==> src/rtl/hazard_unit.sv <==
// Hazard responder for the pipelined core: operand forwarding selects,
// load-use interlock, branch/PC-write flushes and a data-memory wait FSM.
// The wait FSM freezes F/D/E/M and bubbles Writeback while the data cache
// is busy. It also keeps a sticky wait-timeout flag and a saturating count
// of memory-stall cycles.
module hazard_unit #(
    parameter int TIMEOUT = 64,
    parameter int CNT_W   = 16
) (
    input  logic             clk,
    input  logic             reset,
    input  logic [3:0]       RA1D,
    input  logic [3:0]       RA2D,
    input  logic [3:0]       RA1E,
    input  logic [3:0]       RA2E,
    input  logic [3:0]       WA3E,
    input  logic [3:0]       WA3M,
    input  logic [3:0]       WA3W,
    input  logic             RegWriteM,
    input  logic             RegWriteW,
    input  logic             MemtoRegE,
    input  logic             PCWrPendingF,
    input  logic             PCSrcW,
    input  logic             BranchTakenE,
    input  logic             MemAccessM,
    input  logic             DmemReadyM,
    output logic [1:0]       ForwardAE,
    output logic [1:0]       ForwardBE,
    output logic             StallF,
    output logic             StallD,
    output logic             StallE,
    output logic             StallM,
    output logic             FlushD,
    output logic             FlushE,
    output logic             FlushW,
    output logic             MemTimeout,
    output logic [CNT_W-1:0] StallCount
);

    localparam int WC_W = $clog2(TIMEOUT + 1);
    localparam logic [WC_W-1:0] WAIT_MAX = WC_W'(TIMEOUT);

    typedef enum logic {
        RUN     = 1'b0,
        MEMWAIT = 1'b1
    } state_t;

    state_t            state_q, state_d;
    logic [WC_W-1:0]   wait_cnt_q, wait_cnt_d;
    logic              timeout_q, timeout_d;
    logic [CNT_W-1:0]  stall_cnt_q, stall_cnt_d;

    logic              ldr_stall;
    logic              mem_stall;

    // Forwarding select for one Execute source operand. The Memory stage holds
    // the younger result, so it wins when both later stages match.
    function automatic logic [1:0] fwd_sel(
        input logic [3:0] ra,
        input logic [3:0] wa_m,
        input logic       we_m,
        input logic [3:0] wa_w,
        input logic       we_w
    );
        logic [1:0] sel;
        sel = 2'b00;
        if (we_m && (ra == wa_m)) begin
            sel = 2'b10;
        end else if (we_w && (ra == wa_w)) begin
            sel = 2'b01;
        end
        return sel;
    endfunction

    // Increment that sticks at the ceiling value instead of wrapping.
    function automatic logic [WC_W-1:0] sat_inc_wait(input logic [WC_W-1:0] v);
        return (v >= WAIT_MAX) ? WAIT_MAX : v + WC_W'(1);
    endfunction

    // Increment that sticks at all-ones instead of wrapping.
    function automatic logic [CNT_W-1:0] sat_inc_cnt(input logic [CNT_W-1:0] v);
        return (v == {CNT_W{1'b1}}) ? v : v + CNT_W'(1);
    endfunction

    // Forwarding muxes for both Execute source operands.
    always_comb begin
        ForwardAE = fwd_sel(RA1E, WA3M, RegWriteM, WA3W, RegWriteW);
        ForwardBE = fwd_sel(RA2E, WA3M, RegWriteM, WA3W, RegWriteW);
    end

    // Load-use interlock and memory-wait detection.
    always_comb begin
        ldr_stall = MemtoRegE && ((RA1D == WA3E) || (RA2D == WA3E));
        // In MEMWAIT the Memory stage is frozen, so MemAccessM is no longer
        // meaningful; only the cache ready releases the pipeline.
        if (state_q == RUN) begin
            mem_stall = MemAccessM && !DmemReadyM;
        end else begin
            mem_stall = !DmemReadyM;
        end
    end

    // Stall/flush outputs. A memory stall freezes everything up to M and
    // withholds D/E flushes; a taken branch stays asserted while E is frozen,
    // so its flush lands on the first released cycle.
    always_comb begin
        StallF = 1'b0;
        StallD = 1'b0;
        StallE = 1'b0;
        StallM = 1'b0;
        FlushD = 1'b0;
        FlushE = 1'b0;
        FlushW = 1'b0;
        if (mem_stall) begin
            StallF = 1'b1;
            StallD = 1'b1;
            StallE = 1'b1;
            StallM = 1'b1;
            FlushW = 1'b1;
        end else begin
            StallF = ldr_stall || PCWrPendingF;
            StallD = ldr_stall;
            FlushD = PCWrPendingF || PCSrcW || BranchTakenE;
            FlushE = ldr_stall || BranchTakenE;
        end
    end

    // Next-state for the wait FSM, wait timer, timeout flag and stall counter.
    always_comb begin
        state_d     = state_q;
        wait_cnt_d  = wait_cnt_q;
        timeout_d   = timeout_q;
        stall_cnt_d = stall_cnt_q;

        case (state_q)
            RUN: begin
                wait_cnt_d = '0;
                if (MemAccessM && !DmemReadyM) begin
                    state_d = MEMWAIT;
                end
            end
            MEMWAIT: begin
                if (DmemReadyM) begin
                    state_d    = RUN;
                    wait_cnt_d = '0;
                end else begin
                    wait_cnt_d = sat_inc_wait(wait_cnt_q);
                    if (wait_cnt_d == WAIT_MAX) begin
                        timeout_d = 1'b1;
                    end
                end
            end
            default: begin
                state_d    = RUN;
                wait_cnt_d = '0;
            end
        endcase

        if (mem_stall) begin
            stall_cnt_d = sat_inc_cnt(stall_cnt_q);
        end
    end

    // State registers; reset can land at any time, including mid-wait.
    always_ff @(posedge clk or posedge reset) begin
        if (reset) begin
            state_q     <= RUN;
            wait_cnt_q  <= '0;
            timeout_q   <= 1'b0;
            stall_cnt_q <= '0;
        end else begin
            state_q     <= state_d;
            wait_cnt_q  <= wait_cnt_d;
            timeout_q   <= timeout_d;
            stall_cnt_q <= stall_cnt_d;
        end
    end

    assign MemTimeout = timeout_q;
    assign StallCount = stall_cnt_q;

endmodule
==> config.mk <==
export PLATFORM = sky130hd
export DESIGN_NAME = hazard_unit
export DESIGN_NICKNAME = d
export VERILOG_FILES = /design/src/rtl/hazard_unit.sv
export SDC_FILE = /design/constraint.sdc
export NUM_CORES = 1
export LEC_CHECK = 0
export CAP_MARGIN = 20
export CORE_MARGIN = 10
export CORE_UTILIZATION = 43
export CTS_BUF_LIST = sky130_fd_sc_hd__clkbuf_16
export DETAILED_ROUTE_END_ITERATION = 10
export PLACE_DENSITY = 0.8
export SLEW_MARGIN = 20
export SYNTH_ARGS = -nofsm -noshare
export SYNTH_HDL_FRONTEND = slang
export SYNTH_SLANG_ARGS = --single-unit
==> constraint.sdc <==
create_clock -name clk -period 2.25 [get_ports clk]
set_input_delay 0.45 -clock clk [delete_from_list [all_inputs] [get_ports clk]]
set_output_delay 0.45 -clock clk [all_outputs]
set_load 0.01 [all_outputs]
Word-level counts from Yosys, hierarchy flattened
Index checks and enable logic that the tools add are counted.

storage, ports and cells
  register bits = 25
  bits in latches = 0
  RAM bits = 0
  ROM bits = 0
  bits of input ports = 38
  word-level logic and storage cells = 48
  memories = 0

operators by class
  $add $sub $neg = 2
  multipliers = 0
  div/mod/pow operators = 0
  order comparisons = 1
  equality and inequality tests = 8
  shift-type cells = 0
  mux-type cells = 16
  bitwise logic cells = 3
  reduce and logical (&&, ||, !) cells = 14

operators by type and width
  cell                   number
  $eq 4x4->1             6
  $add 16x1->16 const B  1
  $eq 16x16->1 const B   1
  $mux 7                 2
  $pmux 7 s2             1
  $mux 1                 10
  $add 7x1->7 const B    1
  $eq 7x7->1 const B     1
  $ge 7x7->1 const B     1
  $logic_and 1x1->1      6
  $logic_or 1x1->1       5
  $mux 2                 2
  $not 1->1              3
  $reduce_and 3->1       1
  $pmux 1 s2             1
  $reduce_and 2->1       1
  $logic_not 1->1        1

Longest topological paths before layout
Gate-level depths: netlist (run 1).

  depth after elaboration = 5
  depth in mapped cells = 5

Worst setup path before layout (run 1)
No wires, ideal clock.

  kind = input port to output port
  start = in RA2E[1]
  end = out ForwardBE[0]
  data arrival time = 1.475 ns
  required time = 1.800 ns
  path slack = 0.325 ns
  cell stages on the path = 4
  path buffers = 0
  cells stage by stage = inv_1 > a222oi_1 > nor4b_1 > nor2_1

between the ends
  cells in the longest elaborated chain, start to end = 4
  elaborated cells on any way between the ends = 6
  classes of those cells = 2 x eq/ne; 2 x mux; 2 x reduce/logical

RTL lines
  item                RTL line  source
  start: declaration  15        input logic [3:0] RA2E,
  $eq 4x4->1          69        end else if (we_w && (ra == wa_w)) begin
  $logic_and 1x1->1   69
  $mux 1              69
  $mux 2 *            67        if (we_m && (ra == wa_m)) begin
  end: declaration    28        output logic [1:0] ForwardBE,

Mark *: on every way between the ends. The rest lies on a longest branch, timed or not.

Worst setup path after layout (run 1)
  start = in WA3M[1]
  end = out ForwardAE[1]

between the ends
  cells in the longest elaborated chain, start to end = 3

RTL lines
  item                RTL line  source
  start: declaration  17        input logic [3:0] WA3M,
  $eq 4x4->1          67
  $logic_and 1x1->1   67
  $mux 2              67
  end: declaration    27        output logic [1:0] ForwardAE,

Every way passes these cells.

==> results.md, run 1 <==
* Synth top area cells: dfrtp_1, xor2_1, xnor2_1, nand3_1, nor2_1
* GRT overflow at 0
* Hold Path Class: input port to async pin
* Total power divided by cell area at 573 mW/mm²
* Crit start category: input port
* Initial antenna violation count at 0
* Inst Count DP at 280
* Max_cap viols at 0
* Combinational Power Share at 30.5%
* Worst slew pin tran at 397 ps
* Antenna cells at 0
* Area grow syn2layout at 55.2%
* Top FF cell, synth: dfrtp_1
* Clock slew at reported path FFs at 60 ps
* Mapped Area at 0.00159 mm²
* Final setup violation count at 0
* Die Ht at 80.7 µm
* Post-synth top area cell: dfrtp_1
* Crit path DAT at 1770 ps
* Critical-path top delay cell: clkdlybuf4s50_1
* Normalized max-slew margin at 73.3%
* Initial DRC count at 70
* R2R Path Start: StallCount[0]
* Met2 wire length at 1.82 mm
* Sink Count at 25
* Yosys reg bits at 25
* Worst EP required at 1800 ps
* Clk_lat worst skew at 260 ps
* Largest net degree at the start of global routing at 18
* Final Skew at 2.40 ps
* Final Util at 71.5%
* Via count at 1,462
* Net Count, Synth at 206
* Met1 WL at 1.68 mm
* CP Cell Sequence: clkdlybuf4s50_1, buf_4, xnor2_2, nand2_2, nor4_4, buf_4, buf_4, buf_4
* FFs w/ async S/R, synth at 100%
* Slew Limit Fails at 0
* Final setup margin at 30.8 ps
* Core area at 0.00344 mm²
* GRT Total Usage at 13.0%
* Status: complete, no violations
* Post-Layout Cell Count at 287
* First drt pass iteration count at 4
* Min Tclk post-route at 2220 ps
* Number of global-route vias before repair at 1,586
* Reg-to-reg critical path endpoint: StallCount[1]
* Met3 WL at 596 µm
* Switching share of power at 29.4%
* Yosys cell types at 38
* Synth Warn # at 0
* Crit path max fanout at 2
* FILL cells at 283
* Flop pwr share at 42.2%
* DP Worst Slack at -460 ps
* Hold_buf cts at 0
* I/O pins at 66
* CTS buffer count at 3
* Post-synthesis cell count at 165
* Static leakage at 1.17 nW
* Switching power at 0.414 mW
* Via density per instance at 5.09
* WS Path Type: input port to output port
* First-pass GRT wire length at 6.84 mm
* Fmax at 0.451 GHz
* Int Pwr at 0.995 mW
* Drt total wl at 4.17 mm
* Hold Fails Final Rpt at 0
* Wire per inst at 14.5 µm
* R2R depth at 5
* Top layer in use: met4
* CTS tree: yes
* Clk Tree Root Cell: clkbuf_16
* Die width at 80.7 µm
* Multi-input gate area at 922 µm²
* Rows at 21
* RSZ-0062 raised after global routing: true
* Starting density of the core at 46.1%
* Slack of the worst reg-to-reg path at 460 ps
* CP max stage delay at 410 ps
* Hpwl dp at 3.25 mm
* Total power draw at 1.41 mW
* Top cell family by delay on the critical path: buffers and inverters
* Die footprint at 0.00651 mm²
* Buf/Inv on CP at 5
* GP Congestion at 0.769
* Post-Syn Area per Cell at 9.61 µm²
* Post-DRT Antenna Nets at 0
* Share of layout cells above drive strength 1 at 15.4%
* Yosys top cell area share at 39.5%
* Setup TNS at 0 ps
* DRC viols at 0
* Crit path capture type: output port
* Fin nets at 283
* Clock Power Share at 27.3%
* Most frequent CP cell: buf_4
* Sequential-to-total area share from yosys stat at 39.5%
* Input/output buffers at 65
* Storage cell area at 626 µm²
* Post-synth EDFFs at 0
* Period utilization at 98.6%
* Htree depth at 1
* IR drop worst, VDD at 282 µV
* Maximum clock path buffer count at 2
[power by group through the flow]
stage               registers [mW]  clock network [mW]  logic, mW
floorplan                    0.601                   0      0.180
global placement             0.602                   0      0.431
detailed placement           0.604                   0      0.436
CTS                          0.596               0.398      0.433
global route                 0.609               0.408      0.476
finish                       0.595               0.385      0.430
[area by class of cell]
cell class	instances	area share, %
Clock buffer	3	3.05
Clock inverter	1	0.153
Inverter	10	1.53
Multi-Input combinational cell	124	37.5
Sequential cell	25	25.4
Tap cell	46	2.34
Timing Repair Buffer	78	30.0
[worst max path at each step]
stage | from | endpoint | cells after the start | slack, ps
global route | WA3M[1] | ForwardAE[1] | 8 | -20
floorplan | RA2E[1] | ForwardBE[0] | 4 | 320
finish | WA3M[1] | ForwardAE[1] | 8 | 30
CTS | WA3M[1] | ForwardAE[1] | 8 | -90
detailed placement | WA3E[2] | FlushE | 6 | -460
global placement | RA2E[1] | ForwardBE[1] | 5 | -420
[cells in the mapped netlist, types with 5 or more instances]
master and instances:
dfrtp_1 25, xor2_1 23, xnor2_1 17, nor2_1 13, nand3_1 12, inv_1 10
nand2_1 7, and3_1 6, nor3_1 5, o21ai_0 5
[metrics by stage]
stage,hold slack (ps),cell area (µm²)
finish,451,2460
global route,499,2460
CTS,457,2410
detailed placement,474,2330
global placement,452,2330
floorplan,474,1590
[registers in the layout (all words and copies together) (netlist names)]
register and count:
MemTimeout 1, StallCount 16, state_q 1, wait_cnt_q 7
[worst register-to-register path: cells and delay by family (launching register included)]
kind | cells | cell delay [ps]
AO/OA/AOI/OAI | 1 | 250
adder cells (fa/ha/maj) | 1 | 220
AND/OR/NAND/NOR | 2 | 450
flip-flops | 1 | 420
multiplexers | 1 | 350
[cells by family (layout without fill, tap and decap cells)]
group                    count (synthesis)  count (layout)  share of synthesized area [%]
AND/OR/NAND/NOR                         59              59                           21.0
XOR/XNOR                                40              40                           22.1
flip-flops                              25              25                           39.5
AO/OA/AOI/OAI                           21              21                           9.47
buffers and inverters                   16              92                           4.89
adder cells (fa/ha/maj)                  3               3                           2.37
multiplexers                             1               1                          0.710
[cells in the final DEF, fill, tap and decap left out, drive strengths merged, types with 2 or more instances in the layout]
cell type,n
and2,2
clkdlybuf4s50,38
xor2,23
dfrtp,25
and3,6
nor4,6
xnor2,17
nor2,13
a31oi,2
o211ai,2
dlygate4sd2,9
clkbuf,3
a21oi,2
o2111ai,3
ha,3
nand2,7
nor3,5
nand3,12
nand4,3
o21ai,6
dlymetal6s2s,11
inv,11
buf,19
[what timing repair did]
action                     4_1_cts  5_1_grt
setup endpoints to repair       11        7
pin swaps                        5        8
buffers inserted                 3        0
gates resized for setup         38       14
[routing by layer]
layer,vias up,GRT usage [%]
li1,731,-
met1,664,13.9
met2,62,20.3
met3,5,7.57
met4,0,5.71
met5,-,0
(Power assumes the default switching activity.)
==> inputs of run 2 (changes only) <==
--- a/config.mk
+++ b/config.mk
@@ -6,11 +6,13 @@
 export NUM_CORES = 1
 export LEC_CHECK = 0
 export CAP_MARGIN = 20
+export CELL_PAD_IN_SITES_DETAIL_PLACEMENT = 0
+export CELL_PAD_IN_SITES_GLOBAL_PLACEMENT = 1
 export CORE_MARGIN = 10
-export CORE_UTILIZATION = 43
+export CORE_UTILIZATION = 31
 export CTS_BUF_LIST = sky130_fd_sc_hd__clkbuf_16
 export DETAILED_ROUTE_END_ITERATION = 10
-export PLACE_DENSITY = 0.8
+export PLACE_DENSITY_LB_ADDON = 0.1
 export SLEW_MARGIN = 20
 export SYNTH_ARGS = -nofsm -noshare
 export SYNTH_HDL_FRONTEND = slang
==> run 2 against run 1 <==
Combinational power hardly changed. Global-route usage is 2.4 points lower. Total power is 1.3% higher. Via count is 0.82% higher. Critical path depth is 1 lower. Critical path type unchanged.
==> results.md, run 2 (synthesis results as in run 1) <==
* Clk_lat worst skew at 260 ps (about the same)
* Max reg flops at 16 (unchanged)
* DP Worst Slack at -510 ps (-49.8 ps)
* Share of layout cells above drive strength 1 at 16.3% (+0.90 points)
* Storage cell area at 626 µm² (unchanged)
* Crit path capture type: output port
* CTS tree: yes
* Status: complete, no violations
* Slew Limit Fails at 0 (unchanged)
* Initial antenna violation count at 0 (unchanged)
* Fin nets at 282 (-0.35%)
* GP Congestion at 0.738 (-4.1%)
* RSZ-0062 raised after global routing: false
* Via density per instance at 4.80 (-5.7%)
* Commonest non-fill, non-tap cell in the layout: clkdlybuf4s50_1
* CP Cell Sequence: dlygate4sd2_1, xor2_1, nor4_2, o21ai_1, buf_4, a21oi_2, buf_2
* GRT overflow at 0 (unchanged)
* First-pass GRT wire length at 7.35 mm (+7.4%)
* Starting density of the core at 32.7% (-13 points)
* Total power draw at 1.43 mW (+1.3%)
* Final setup margin at 114 ps (+83.6 ps)
* Final instance area at 0.00246 mm² (-0.15%)
* WS Path Type: input port to output port
* Period utilization at 94.9% (-3.7 points)
* Via count at 1,474 (+0.82%)
* Hold slack final at 467 ps (+15.6 ps)
* Placed instance area at 0.00236 mm² (+1.5%)
* Hpwl dp at 3.61 mm (+11%)
* Die Ht at 91.5 µm (+13%)
* Multi-input gate area at 913 µm² (-0.95%)
* First drt pass iteration count at 4 (unchanged)
* Maximum clock path buffer count at 2 (unchanged)
* Die footprint at 0.00837 mm² (+29%)
* Number of global-route vias before repair at 1,584 (-0.13%)
* Final Util at 50.7% (-21 points)
* IR drop worst, VDD at 273 µV (-3.2%)
* Wire per inst at 14.3 µm (-1.5%)
* Worst slew pin tran at 374 ps (-22.6 ps)
* Sink Count at 25 (unchanged)
* Hold Path Class: flop to flop
* Total power divided by cell area at 581 mW/mm² (+1.4%)
* Hold Fails Final Rpt at 0 (unchanged)
* Clock slew at reported path FFs at 60 ps (about the same)
* Clk Tree Root Cell: clkbuf_16
* FILL cells at 444 (+57%)
* Largest net degree at the start of global routing at 26 (+8)
* DRC viols at 0 (unchanged)
* Final Skew at 2.81 ps (+0.405 ps)
* GRT Total Usage at 10.5% (-2.4 points)
* Drt total wl at 4.39 mm (+5.3%)
* Area grow syn2layout at 54.9%
* Initial DRC count at 37 (-47%)
* Htree depth at 1 (unchanged)
* Max_cap viols at 0 (unchanged)
* Critical-path top delay cell: nor4_2
* Antenna cells at 0 (unchanged)
* Core area at 0.00485 mm² (+41%)
* Fmax at 0.468 GHz (+3.9%)
* Top cell family by delay on the critical path: buffers and inverters
* Final setup violation count at 0 (unchanged)
* Static leakage at 1.13 nW (-3.4%)
* Worst EP required at 1800 ps (about the same)
* Crit path max fanout at 3 (+1)
* Min Tclk post-route at 2140 ps (-83.6 ps)
* Rows at 25 (+19%)
* I/O pins at 66 (unchanged)
* Most frequent cells in the layout: clkdlybuf4s50_1, dfrtp_1, xor2_1
* Input/output buffers at 65 (unchanged)
* Crit path DAT at 1690 ps (-80 ps)
* CTS buffer count at 3 (unchanged)
* Die width at 91.5 µm (+13%)
* Post-DRT Antenna Nets at 0 (unchanged)
* CP max stage delay at 270 ps (-140 ps)
* Hold_buf cts at 0 (unchanged)
* Crit start category: input port
* Buf/Inv on CP at 3 (-2)
* Normalized max-slew margin at 74.8% (+1.6 points)
[run 2: cell types whose count changed in the layout (fill, tap and decap cells not counted), sizes merged]
cell,previous run,this run
dlygate4sd2,9,13
clkinv,0,1
inv,11,10
clkdlybuf4s50,38,37
dlymetal6s2s,11,8
buf,19,18
[run 2: cell type report]
| class | instances | area share (%) |
|---|---|---|
| Multi-Input combinational cell | 124 | 37.2 |
| Timing Repair Buffer | 77 | 29.1 |
| Sequential cell | 25 | 25.5 |
| Tap cell | 67 | 3.41 |
| Clock buffer | 3 | 3.06 |
| Inverter | 10 | 1.53 |
| Clock inverter | 1 | 0.204 |
[run 2: worst register-to-register path, stage by stage (launching register included)]
cell and delay [ps]:
dfrtp_1 440, ha_1 220, and3_1 200, nand4_2 240, o21ai_2 240, mux2_2 350
[run 2: through the flow]
| stage | instances | TNS (ps) |
|---|---|---|
| final | 307 | 0 |
| after CTS | 307 | -37.4 |
| after detailed placement | 302 | -3190 |
| after global routing | 307 | 0 |
| after global placement | 302 | -2910 |
| after floorplan | 165 | 0 |
[run 2: final timing paths]
kind,from,endpoint,slack [ps],depth (start not counted)
setup / recovery,WA3E[1],FlushE,110,7
hold / removal,MemTimeout,MemTimeout,470,2
setup reg to reg,StallCount[0],StallCount[1],450,5
hold reg to reg,MemTimeout,MemTimeout,470,2
max in group asynchronous,reset,StallCount[11],1470,3
min in group asynchronous,reset,wait_cnt_q[1],550,3
[run 2: per-layer routing]
layer / routed length [µm] / up-vias / track usage [%]
met5: 0 / - / 0
met1: 1990 / 683 / 13.0
met4: 58 / 0 / 3.92
met2: 1790 / 63 / 14.8
li1: - / 724 / -
met3: 555 / 4 / 5.93
[run 2: timing repair]
item,CTS,global route
setup buffers,1,0
pin swaps,5,9
setup endpoints to repair,11,6
gates resized for setup,45,11
[run 2: power breakdown]
| group | switching, mW | internal, mW | total (mW) |
|---|---|---|---|
| Sequential | 0.0963 | 0.505 | 0.601 |
| Clock | 0.156 | 0.239 | 0.395 |
| Combinational | 0.182 | 0.250 | 0.431 |
